==> config.mk <==
export PLATFORM = sky130hd
export DESIGN_NAME = serial_tx_nibble
export DESIGN_NICKNAME = d
export VERILOG_FILES = /design/src/rtl/serial_tx_pkg.sv /design/src/rtl/button_sync_edge.sv /design/src/rtl/serial_tx_nibble.sv
export SDC_FILE = /design/constraint.sdc
export NUM_CORES = 1
export LEC_CHECK = 0
export CORE_MARGIN = 5
export CORE_UTILIZATION = 45
export DETAILED_ROUTE_END_ITERATION = 10
export PLACE_DENSITY = 0.72
export SYNTH_ARGS = -nofsm -noshare
export SYNTH_HDL_FRONTEND = slang
export SYNTH_SLANG_ARGS = --single-unit
==> constraint.sdc <==
create_clock -name input_clock1_clk_1 -period 1.8 [get_ports input_clock1_clk_1]
set_clock_uncertainty 0.1 [all_clocks]
set_input_delay 0.54 -clock input_clock1_clk_1 [delete_from_list [all_inputs] [get_ports input_clock1_clk_1]]
set_output_delay 0.54 -clock input_clock1_clk_1 [all_outputs]
set_load 0.01 [all_outputs]
==> src/rtl/serial_tx_pkg.sv <==
// Shared types and line levels for the serial nibble transmitter.
// Also provides the counter-width helper used to size the bit-period counter.
package serial_tx_pkg;

  typedef enum logic [1:0] {
    IDLE  = 2'd0,
    START = 2'd1,
    DATA  = 2'd2,
    STOP  = 2'd3
  } tx_state_e;

  localparam logic TX_IDLE_LEVEL = 1'b1;
  localparam logic START_BIT     = 1'b0;
  localparam logic STOP_BIT      = 1'b1;

  // A counter for n states never gets narrower than one bit.
  function automatic int cnt_width(input int n);
    return (n > 1) ? $clog2(n) : 1;
  endfunction

endpackage

==> src/rtl/button_sync_edge.sv <==
// Two-flop synchronizer for an asynchronous push button, with a one-cycle
// rising-edge pulse derived from the synchronized level.
module button_sync_edge (
  input  logic clk,
  input  logic rst_n,
  input  logic btn_i,
  output logic sync_o,
  output logic rise_o
);

  logic sync1_q, sync1_d;
  logic sync2_q, sync2_d;
  logic prev_q,  prev_d;

  always_comb begin
    sync1_d = btn_i;
    sync2_d = sync1_q;
    prev_d  = sync2_q;
  end

  always_ff @(posedge clk or negedge rst_n) begin
    if (!rst_n) begin
      sync1_q <= 1'b0;
      sync2_q <= 1'b0;
      prev_q  <= 1'b0;
    end else begin
      sync1_q <= sync1_d;
      sync2_q <= sync2_d;
      prev_q  <= prev_d;
    end
  end

  assign sync_o = sync2_q;
  assign rise_o = sync2_q & ~prev_q;

endmodule

==> src/rtl/serial_tx_nibble.sv <==
// Push-button triggered serial transmitter: start bit, DATA_BITS data bits
// LSB first, stop bit, each held CLKS_PER_BIT cycles. Outputs are registered.
module serial_tx_nibble
  import serial_tx_pkg::*;
#(
  parameter int DATA_BITS    = 4,
  parameter int CLKS_PER_BIT = 4
) (
  input  logic                 input_clock1_clk_1,
  input  logic                 input_input_switch2__clear_2,
  input  logic                 input_push_button3_start_3,
  input  logic [DATA_BITS-1:0] input_input_switch4_data_4,
  output logic                 output_led1_tx_5,
  output logic                 output_led2_busy_6,
  output logic                 output_led3_done_7
);

  localparam int CW = cnt_width(CLKS_PER_BIT);
  localparam int BW = $clog2(DATA_BITS + 1);
  localparam logic [CW-1:0] CYC_LAST = CW'(CLKS_PER_BIT - 1);
  localparam logic [BW-1:0] BIT_LAST = BW'(DATA_BITS - 1);

  logic clk;
  logic rst_n;
  logic start_rise;
  logic btn_level_unused;

  assign clk   = input_clock1_clk_1;
  assign rst_n = input_input_switch2__clear_2;

  button_sync_edge u_start (
    .clk    (clk),
    .rst_n  (rst_n),
    .btn_i  (input_push_button3_start_3),
    .sync_o (btn_level_unused),
    .rise_o (start_rise)
  );

  tx_state_e            state_q, state_d;
  logic [CW-1:0]        cyc_q,   cyc_d;
  logic [BW-1:0]        bit_q,   bit_d;
  logic [DATA_BITS-1:0] shift_q, shift_d;
  logic                 tx_q,    tx_d;
  logic                 busy_q,  busy_d;
  logic                 done_q,  done_d;
  logic                 cyc_last;

  always_comb begin
    state_d  = state_q;
    cyc_d    = cyc_q;
    bit_d    = bit_q;
    shift_d  = shift_q;
    cyc_last = (cyc_q == CYC_LAST);

    case (state_q)
      IDLE: begin
        if (start_rise) begin
          shift_d = input_input_switch4_data_4;
          bit_d   = '0;
          cyc_d   = '0;
          state_d = START;
        end
      end
      START: begin
        if (cyc_last) begin
          cyc_d   = '0;
          state_d = DATA;
        end else begin
          cyc_d = cyc_q + 1'b1;
        end
      end
      DATA: begin
        if (cyc_last) begin
          cyc_d   = '0;
          shift_d = shift_q >> 1;
          bit_d   = bit_q + 1'b1;
          if (bit_q == BIT_LAST) begin
            state_d = STOP;
          end
        end else begin
          cyc_d = cyc_q + 1'b1;
        end
      end
      STOP: begin
        if (cyc_last) begin
          cyc_d   = '0;
          state_d = IDLE;
        end else begin
          cyc_d = cyc_q + 1'b1;
        end
      end
      default: state_d = IDLE;
    endcase

    // Outputs are decoded from the next state so they line up with it.
    case (state_d)
      START:   tx_d = START_BIT;
      DATA:    tx_d = shift_d[0];
      STOP:    tx_d = STOP_BIT;
      default: tx_d = TX_IDLE_LEVEL;
    endcase
    busy_d = (state_d != IDLE);
    done_d = (state_q == STOP) && (state_d == IDLE);
  end

  always_ff @(posedge clk or negedge rst_n) begin
    if (!rst_n) begin
      state_q <= IDLE;
      cyc_q   <= '0;
      bit_q   <= '0;
      shift_q <= '0;
      tx_q    <= TX_IDLE_LEVEL;
      busy_q  <= 1'b0;
      done_q  <= 1'b0;
    end else begin
      state_q <= state_d;
      cyc_q   <= cyc_d;
      bit_q   <= bit_d;
      shift_q <= shift_d;
      tx_q    <= tx_d;
      busy_q  <= busy_d;
      done_q  <= done_d;
    end
  end

  assign output_led1_tx_5   = tx_q;
  assign output_led2_busy_6 = busy_q;
  assign output_led3_done_7 = done_q;

endmodule
# After elaboration in Yosys (flattened, before gate mapping)
# Index checks and enable logic that the tools add are counted.
dict set report word_totals {
  regBits 17
  wordCells 47
}
dict set report op_classes {
  addsub 2
  eq_ne 9
  muxes 16
  bitwise_logic 2
  reduce_logical 7
}
# cell count
set ops {}
lappend ops {{2-bit 2-to-1 mux} 7}
lappend ops {{2-bit equality test, second input constant} 4}
lappend ops {{4-bit 2-to-1 mux} 2}
lappend ops {{2-bit case mux with 4 select lines} 1}
lappend ops {{4-bit case mux with 2 select lines} 1}
lappend ops {{3-bit 2-to-1 mux} 2}
lappend ops {{3-bit case mux with 2 select lines} 1}
lappend ops {{2-bit by 1-bit equality test with 1-bit output, second input constant} 2}
lappend ops {{2-bit logical NOT} 2}
lappend ops {{2-bit inequality test, second input constant} 2}
lappend ops {{2-bit case mux with 2 select lines} 1}
lappend ops {{2-bit nonzero test} 2}
lappend ops {{3-bit by 1-bit adder with 3-bit output, second input constant} 1}
lappend ops {{3-bit by 2-bit equality test with 1-bit output, second input constant} 1}
lappend ops {{3-bit AND reduction} 1}
lappend ops {{3-bit OR reduction} 1}
lappend ops {{2-bit by 1-bit adder with 2-bit output, second input constant} 1}
lappend ops {{1-bit case mux with 2 select lines} 1}
lappend ops {{1-bit AND} 1}
lappend ops {{1-bit logical AND} 1}
lappend ops {{1-bit inverter} 1}

# Logic depth before layout (Yosys ltp)
# Gate-level depths: netlist of the first run.
dict set report depth {
  depth_word 6
  depth_mapped 5
}

# Modules after synthesis
# Synthesis of the first run repeated with hierarchy kept, for this count alone.
dict set report unflattened {
  hier_cells 63
  hier_area_um2 779.5
}
# module instances cells_each area_per_inst_um2 seq_area_each_um2
set modules_own_cells {}
lappend modules_own_cells {serial_tx_nibble 1 59 690.7 351.6}
lappend modules_own_cells {button_sync_edge 1 4 88.8 75.1}

# Worst setup path after synthesis of the first run
# OpenSTA, ideal clock, no wires.
dict set report synth_timing {
  kind {input to register}
  start {input cyc_q[0]}
  end {register shift_q[1]}
  setup_time_ps 118
  t_arrival_ps 1267
  t_required_ps 1582
  path_slack_ps 315
  cell_stages 6
  path_cell_list {dfrtp_1 ha_1 and3b_1 buf_2 a22o_1 a21o_1}
}
dict set report synth_via {
  elab_chain_len 3
}
# element line
set synth_rtl {}
lappend synth_rtl {{start, declared} serial_tx_nibble.sv:40} ;# logic [CW-1:0] cyc_q, cyc_d;
lappend synth_rtl {{2-bit equality test} serial_tx_nibble.sv:53} ;# cyc_last = (cyc_q == CYC_LAST);
lappend synth_rtl {{2-bit inequality test (no source line)} n/a}
lappend synth_rtl {{3-bit AND reduction (no source line)} n/a}
lappend synth_rtl {{end signal, assigned} serial_tx_nibble.sv:119} ;# shift_q <= shift_d;
lappend synth_rtl {{end, declared} serial_tx_nibble.sv:42} ;# logic [DATA_BITS-1:0] shift_q, shift_d;
# Every way passes these cells.
# A chain may end at the register's enable or synchronous reset.

# Worst setup path after layout of the first run
dict set report layout_timing {
  start {input output_led1_tx_5}
  end {output output_led1_tx_5}
}
# element line
set layout_rtl {}
lappend layout_rtl {{start, declared} serial_tx_nibble.sv:13} ;# output logic output_led1_tx_5,
# No word-level cell between the ends.

==> results by stage, run 1 <==
Min path:
- The origin of the worst min-delay path is u_start.sync1_q.
- The worst min-delay path endpoint is u_start.sync_o.
- The cell depth of the worst hold path is 0.
- In this run the worst hold path is classified as flop to flop.

Critical path:
- The highest cell delay on the worst timing path is roughly 530 ps.
- The start point of the critical path is output_led1_tx_5.
- The depth of the most critical reg-to-reg path is 3.
- The endpoint identified for the worst register-to-register timing path is bit_q[0].
- The critical path in this run is classified as flop to output port.
- The signal arrival time at the worst endpoint is 1080 ps.
- The critical path's top delay family is flip-flops.
- In this run the worst path has a maximum fanout of 1.
- The startpoint type of the worst setup path is a flop.
- The critical path required time is 1160 ps.
- The critical path endpoint category is an output port.
- The setup slack of the most critical reg-to-reg path is around 270 ps.
- The number of buffers and inverters on the critical path is 1.
- The startpoint of the worst register-to-register path is state_q[0].
- In this run the number of cells on the critical path is 1.
- Traced cell by cell, the critical path runs through dlygate4sd2_1.
- The largest individual stage delay along the critical path comes from the cell sky130_fd_sc_hd__dfstp_2.

Timing:
- The final-report setup violation count is 0.
- At the pin with the least slew margin, the transition time is roughly 420 ps.
- Setup repair after global routing left no endpoint under its margin.
- Subtracting the final worst setup slack from the clock period gives between 1500 and 2000 ps.
- The worst max-slew margin expressed relative to the limit is 72.06%.
- The total negative setup slack is 0 ps.
- The highest clock rate is 582.5 MHz.
- In the finished design, the share of the clock period the worst path needs comes to 95.37%.
- The final hold violation count is 0.
- The number of pins exceeding their max-slew limit in the final report is 0.

Yosys:
- Sequential elements use between 50% and 60% of the synthesized area.
- The basic-gate share of the synthesized area counting and, or, nand and nor cells is between 10% and 20%.
- The commonest cells after synthesis are sky130_fd_sc_hd__dfrtp_1, sky130_fd_sc_hd__a22o_1, sky130_fd_sc_hd__nand2_1.
- After synthesis, the largest family of logic cells by area is simple AND/OR/NAND/NOR gates.
- The share of synthesized registers carrying an async set or reset is 100.0%.
- In this run the cell area of the synthesized design comes to 762.0 um^2.
- The average size of a mapped cell is between 10 and 15 um^2.
- The number of storage elements in the synthesis netlist is 17.
- In this run, synthesis inferred 0 flip-flops with an integrated enable.
- The synthesized netlist devotes 4.926% of its cell area to adder and majority cells.
- The number of warnings reported in the yosys synthesis log is 0.
- For this run, the leading register cell type out of synthesis is sky130_fd_sc_hd__dfrtp_1.
- Synthesis handed over a netlist of 62 instances.
- The post-synthesis mux area share is 1.970%.
- After synthesis, the largest area contributor takes up 52.55% of total cell area.
- sky130_fd_sc_hd__dfrtp_1 is the most common cell in the netlist.
- The xor-xnor portion of the synthesized cell area is approximately 1.1%.
- Synthesis produced a netlist with a net count of 72.
- Ranked by total cell area, the synthesized netlist is headed by sky130_fd_sc_hd__dfrtp_1, sky130_fd_sc_hd__a22o_1, sky130_fd_sc_hd__ha_1, sky130_fd_sc_hd__dfstp_2, sky130_fd_sc_hd__nor4b_4.
- sky130_fd_sc_hd__dfrtp_1 takes more of the synthesized area than any other cell.
- The number of different library cells in the post-synthesis netlist is 28.
- Summing the areas of all compound-gate instances in the mapped netlist gives between 10% and 20% of the synthesized area.

Clock tree:
- The maximum root-to-sink buffer count is 2.
- At the later pin of the worst-skew pair, clock insertion delay measures 290 ps.
- The number of resized instances in the post-cts repair step is 3.
- The clock slew seen by the registers of the worst setup and hold paths is 100 ps.
- The total of hold buffers inserted after clock tree synthesis is 0.
- The clock sink count is 17.
- The CTS tree is built.
- CTS placed an instance of sky130_fd_sc_hd__clkbuf_4 at the clock tree root.
- The number of buffers inserted during clock tree synthesis is 3.
- The post-CTS setup buffer count is 0.
- In this run the number of H-tree levels came out at 1.

Die:
- The I/O pin count is 10.
- After floorplanning, the core was divided into 14 placement rows.
- Measured along the x axis, the die boundary spans between 50 and 60 um.
- Once the floorplan was initialized, standard cells occupied 48.88% of the core.
- The total core area is ~1600 um^2.
- In this run the vertical extent of the chip is 51.15 um.
- The die covers roughly 2600 um^2.

Routing:
- The overall via count from detail_route is between 500 and 600.
- The first-pass detailed-route iteration total is 4.
- The average wire per standard cell is 13.16 um.
- Using the TritonRoute via totals, the vias-per-cell ratio works out to 5.609.
- After detailed routing, the total wire length is 1.211 mm.
- The antenna violation net count after detailed routing is 0.
- In the routed design, unresolved DRC markers number 0.
- The first-iteration detailed-routing DRC count is 8.

Power:
- The standby leakage power is 0.4381 nW.
- Of the total power, combinational logic draws about 38%.
- IR analysis of the VDD net gives a maximum drop of about 0.7 mV.
- Power spread over the standard cell area amounts to ~1500 nW/um^2.
- The reported net switching power is 0.0004577 W.
- The internal power of the cells totals 0.0008683 W.
- Of the total power, the share spent switching nets is between 30% and 40%.
- The proportion of power drawn by flip-flops and latches is 47.5%.
- The clock network burns ~15% of the power.

Global route:
- The number of antenna violations at the first check in global routing is 0.
- The via count of the first global-routing pass is 525.
- In the global route stage, overall resource usage came out at 11.52%.
- The global-route congestion overflow total is 0.
- Entering global routing, the biggest net connects 18 pins.
- The first global-routing pass estimated ~2.2 mm of wire.

Run status:
- The run finished with clean final reports.

Finish:
- The filler cells instantiated in the layout total approximately 140.
- The number of antenna diodes in the final layout is 0.
- With fillers left out, the area of the finished cells amounts to 910.9 um^2.
- The area growth from synthesis to layout is 19.54%.
- In the final design database the tool counted 87 nets.
- The ratio of cells with drive above 1 in the final layout is 15.79%.

Place:
- The final RePlAce weighted congestion is around 0.85.
- The wire-length estimate of the detail-placed layout is 917.4 um.
- The cell area after placement is 887.1 um^2.
- The number of buffer cells added on primary ports is 9.

Run:
- The count of maximum capacitance violations is 0.
-- worst max path at each step --
| stage | endpoint |
|---|---|
| after floorplan | shift_q[1] |
| after global placement | output_led1_tx_5 |
| after detailed placement | output_led1_tx_5 |
| after CTS | output_led1_tx_5 |
| after global routing | output_led1_tx_5 |
| final | output_led1_tx_5 |
-- cell usage in the layout, fill, tap and decap left out, types with 2 or more instances in the layout --
cell type                         count
sky130_fd_sc_hd__a21o_1               2
sky130_fd_sc_hd__a22o_1               5
sky130_fd_sc_hd__a32oi_1              2
sky130_fd_sc_hd__buf_4                4
sky130_fd_sc_hd__clkbuf_4             3
sky130_fd_sc_hd__clkdlybuf4s50_1      6
sky130_fd_sc_hd__dfrtp_1             16
sky130_fd_sc_hd__dlygate4sd2_1        3
sky130_fd_sc_hd__ha_1                 3
sky130_fd_sc_hd__inv_1                3
sky130_fd_sc_hd__nand2_1              5
sky130_fd_sc_hd__nand2b_1             2
sky130_fd_sc_hd__nand3_1              2
sky130_fd_sc_hd__o21ai_0              2
-- registers in the layout, indices dropped and copies added (netlist names) --
signal / count
bit_q: 3
cyc_q: 2
output_led1_tx_5: 1
output_led2_busy_6: 1
output_led3_done_7: 1
shift_q: 4
state_q: 2
u_start.prev_q: 1
u_start.sync1_q: 1
u_start.sync_o: 1
-- per-stage QoR --
stage | hold slack [ps] | setup slack [ps] | power [W] | util, % | cells
floorplan | 144.4 | 314.9 | 0.0009812 | - | 62
global placement | 232.5 | 146.1 | 0.001136 | 56.90 | 88
detailed placement | 241.8 | 136.7 | 0.001158 | 56.90 | 88
CTS | 274.5 | 64.90 | 0.001343 | 58.43 | 92
global route | 291.8 | 44.16 | 0.001446 | 58.43 | 92
finish | 271.2 | 83.38 | 0.001326 | 58.43 | 92
-- routing by layer --
metal	track usage [%]	share of wire, %
met1	13.10	45
met3	3.198	7.1
met5	0	0
met4	10.31	3.3
met2	17.60	45
-- layout make-up --
cell class / count / area, um^2 / area share, %
multi-input cells: 39 / 309.0 / 33.93
clock buffers: 3 / 22.52 / 2.473
clock inverters: 1 / 5.005 / 0.5495
well taps: 16 / 20.02 / 2.198
repair buffers: 13 / 116.4 / 12.77
flip-flops and latches: 17 / 426.7 / 46.84
inverters: 3 / 11.26 / 1.236
-- kinds of logic after synthesis --
logic type	after synthesis
adder cells (fa/ha/maj)	3
buffers and inverters	6
flip-flops	17
multiplexers	1
XOR/XNOR	1
AND/OR/NAND/NOR	18
AO/OA/AOI/OAI	16
-- power by group through the flow --
stage               Combinational (W)  Sequential, W  Clock (W)
CTS                          0.000504       0.000631   0.000208
global placement             0.000503       0.000634          0
finish                       0.000497       0.000631   0.000198
detailed placement           0.000520       0.000639          0
global route                 0.000568       0.000649   0.000228
floorplan                    0.000365       0.000616          0
Note: power is estimated with default switching activity, not from simulation.
==> run 2, diff against run 1 <==
==> constraint.sdc (replaced) <==
create_clock -name input_clock1_clk_1 -period 2 [get_ports input_clock1_clk_1]
set_clock_uncertainty 0.1 [all_clocks]
set_input_delay 0.6 -clock input_clock1_clk_1 [delete_from_list [all_inputs] [get_ports input_clock1_clk_1]]
set_output_delay 0.6 -clock input_clock1_clk_1 [all_outputs]
set_load 0.01 [all_outputs]
==> run 2 against run 1 <==
Register-to-register slack improved by 110 ps. First-iteration DRC count rose to 2.9 times the previous value. Clock power fell by 14%. Setup slack improved by 83 ps. Sequential power fell by 6.0%. Hold slack got worse by 20 ps. Largest cell class unchanged. Routed wire length fell by 4.6%. Critical path depth did not move. Combinational power fell by 22%. Critical path type unchanged. Final cell count fell by 3.3%.
==> results by stage, run 2 (same netlist as run 1, synthesis figures left out) <==
Run status:
- The flow ran to the end, and the final reports show no timing, DRC or antenna violations.

Critical path:
- The highest cell delay on the worst timing path came to 530 ps (about the same).
- The critical path required time was 1300 ps (+140 ps).
- The critical path's top delay family is buffers and inverters.
- Walking the worst path, the cells encountered are clkdlybuf4s50_1.
- STA classifies the critical path endpoint as an output port.
- The class of the most critical setup path is flop to output port.
- The signal arrival time at the worst endpoint was 1130 ps (+50 ps).
- The number of logic stages on the critical path including buffering is 1 (unchanged).
- The highest fanout seen on the critical path came to 1 (unchanged).
- The number of buffer and inverter stages on the critical path is 1 (unchanged).
- The worst setup path is launched from a flop.
- The master of the slowest instance on the critical path is sky130_fd_sc_hd__clkdlybuf4s50_1.
- The depth of the most critical reg-to-reg path is 3 (unchanged).

Power:
- The proportion of power drawn by flip-flops and latches was 51.6% (+4.1 points).
- The power density relative to cell area was 1293 nW/um^2 (-11%).
- The switching power share of the total is 33.93% (-0.59 points).
- The combinational share of power is 33.6% (-3.9 points).
- The reported net switching power is 0.0003904 W (-15%).
- The largest voltage drop on the vdd net is 0.8041 mV (+13%).
- The internal power is 0.0007602 W (-12%).
- The standby leakage power came to 0.4153 nW (-5.2%).
- The clock power share is 14.9% (about the same).

Clock tree:
- The number of buffers inserted during clock tree synthesis was 3 (unchanged).
- The maximum root-to-sink buffer count is 2 (unchanged).
- The post-CTS setup buffer count is 0 (unchanged).
- The clock latency on the worst-skew pair was 280 ps (about the same).
- The number of resized instances in the post-cts repair step is 1 (-2).
- The H-tree depth reported by CTS is 1 (unchanged).
- The clock slew seen by the registers of the worst setup and hold paths is 90 ps (about the same).
- The clock sink count is 17 (unchanged).
- The CTS tree is built.
- The total of hold buffers inserted after clock tree synthesis is 0 (unchanged).
- The clock tree root driver cell is sky130_fd_sc_hd__clkbuf_4.

Global route:
- The via count of the first global-routing pass is 459 (-13%).
- The maximum number of pins on one net before global-route repair is 18 (unchanged).
- The number of antenna violations at the first check in global routing is 0 (unchanged).
- The wire length of the first global-routing pass is 2.007 mm (-7.6%).
- The aggregate global-route resource usage came to 10.48% (-1.0 points).
- The global-route congestion overflow total is 0 (unchanged).

Finish:
- The post-layout net count was 84 (-3.4%).
- The ratio of cells with drive above 1 in the final layout is 10.96% (-4.8 points).
- The area growth from synthesis to layout is 16.75%.
- The largest registers in the layout are shift_q x4, bit_q x3.
- The antenna diode instance count is 0 (unchanged).
- The flip-flop count of the largest register after layout came to 4 (unchanged).
- The library cell used most frequently in the layout, excluding fill and tap cells, is sky130_fd_sc_hd__dfrtp_1.
- In the layout the commonest cells are sky130_fd_sc_hd__dfrtp_1, sky130_fd_sc_hd__clkdlybuf4s50_1, sky130_fd_sc_hd__nand2_1, sky130_fd_sc_hd__a22o_1.
- More flip-flops sit in one register than any other, and that register is shift_q.

Routing:
- The via-per-instance ratio is 5.697 (+1.6%).
- The average wire per standard cell was 12.98 um (-1.4%).
- The first-pass detailed-route iteration total is 4 (unchanged).
- The total wire length after detailed routing was 1.155 mm (-4.6%).
- The overall via count from detail_route is 507 (-1.7%).
- The residual DRC count is 0 (unchanged).
- The first-iteration detailed-routing DRC count is 23 (+15).
- The antenna violation net count after detailed routing is 0 (unchanged).

Timing:
- The fraction of the cycle the final worst path needs is 91.71%.
- The slew of the pin with the lowest slew margin is 400.6 ps (-16.77 ps).
- The number of pins exceeding their max-slew limit in the final report is 0 (unchanged).
- The final hold violation count is 0 (unchanged).
- The worst max-slew margin expressed relative to the limit was 73.18% (+1.1 points).
- Setup repair after global routing left no endpoint under its margin.
- The worst hold slack across all endpoints came to 251.3 ps (-19.94 ps).
- The post-route worst setup slack is 165.9 ps (+82.51 ps).
- The total negative setup slack is 0 ps (unchanged).
- The highest clock rate is 545.2 MHz.
- The worst path needs 1834 ps of the cycle, external delays included.
- The final-report setup violation count was 0 (unchanged).

Die:
- The I/O pin count came to 10 (unchanged).
- The die area is 2616 um^2 (unchanged).
- The number of core rows was 14 (unchanged).
- The initial standard-cell utilization of the core is 48.88% (unchanged).
- The die width was 51.15 um (unchanged).
- The total core area is 1559 um^2 (unchanged).
- The height of the die is 51.15 um (unchanged).

Run:
- The count of maximum capacitance violations is 0 (unchanged).

Min path:
- The path category of the worst min-delay check is flop to flop.
- The cell depth of the worst hold path was 0 (unchanged).

Place:
- The final RePlAce weighted congestion is 0.8206 (-3.5%).
- The number of buffer cells added on primary ports is 9 (unchanged).
- The worst-case setup slack after placement is 278.4 ps (+141.6 ps).
## run 2: final timing paths
path                                              startpoint                 end  slack [ps]
min in group asynchronous       input_input_switch2__clear_2  output_led2_busy_6         540
worst max-delay path                      output_led3_done_7  output_led3_done_7         170
worst max register to register                    state_q[1]            bit_q[0]         380
max in group asynchronous       input_input_switch2__clear_2    output_led1_tx_5        1020
worst min register to register               u_start.sync1_q      u_start.sync_o         250
worst min-delay path                         u_start.sync1_q      u_start.sync_o         250
## run 2: power groups by stage
stage / registers (W) / clock network [W] / logic [W]
after global routing: 0.000614 / 0.000201 / 0.000431
after CTS: 0.000591 / 0.000183 / 0.000391
after detailed placement: 0.000600 / 0 / 0.000393
final: 0.000593 / 0.000171 / 0.000386
after floorplan: 0.000555 / 0 / 0.000328
after global placement: 0.000597 / 0 / 0.000387
## run 2: stage by stage
step	cell area (um^2)	total power [W]	std cells	utilization [%]
finish	889.6	0.001151	89	57.06
detailed placement	864.6	0.0009925	85	55.46
global placement	864.6	0.0009842	85	55.46
floorplan	762.0	0.0008831	62	-
CTS	889.6	0.001165	89	57.06
global route	889.6	0.001246	89	57.06
## run 2: cell type report
| class | count | area (um^2) |
|---|---|---|
| clock buffer | 4 | 26.28 |
| fill | 139 | 669.4 |
| inverter | 3 | 11.26 |
| multi-input combinational | 39 | 309.0 |
| sequential | 17 | 426.7 |
| tap | 16 | 20.02 |
| timing repair buffer | 10 | 96.34 |
## run 2: layer usage
layer | up-vias | global-route usage (%) | routed length (um)
met4 | 0 | 4.036 | 11
met1 | 243 | 12.38 | 555
met3 | 2 | 5.523 | 85
met5 | - | 0 | 0
met2 | 12 | 16.09 | 503
li1 | 250 | - | -
==> run 3, diff against run 2 <==
--- a/config.mk
+++ b/config.mk
@@ -5,6 +5,7 @@
 export SDC_FILE = /design/constraint.sdc
 export NUM_CORES = 1
 export LEC_CHECK = 0
+export CAP_MARGIN = 10
 export CORE_MARGIN = 5
 export CORE_UTILIZATION = 45
 export DETAILED_ROUTE_END_ITERATION = 10
==> results of run 3 <==
The final DEF is identical to that of run 2; final timing and power are the same.
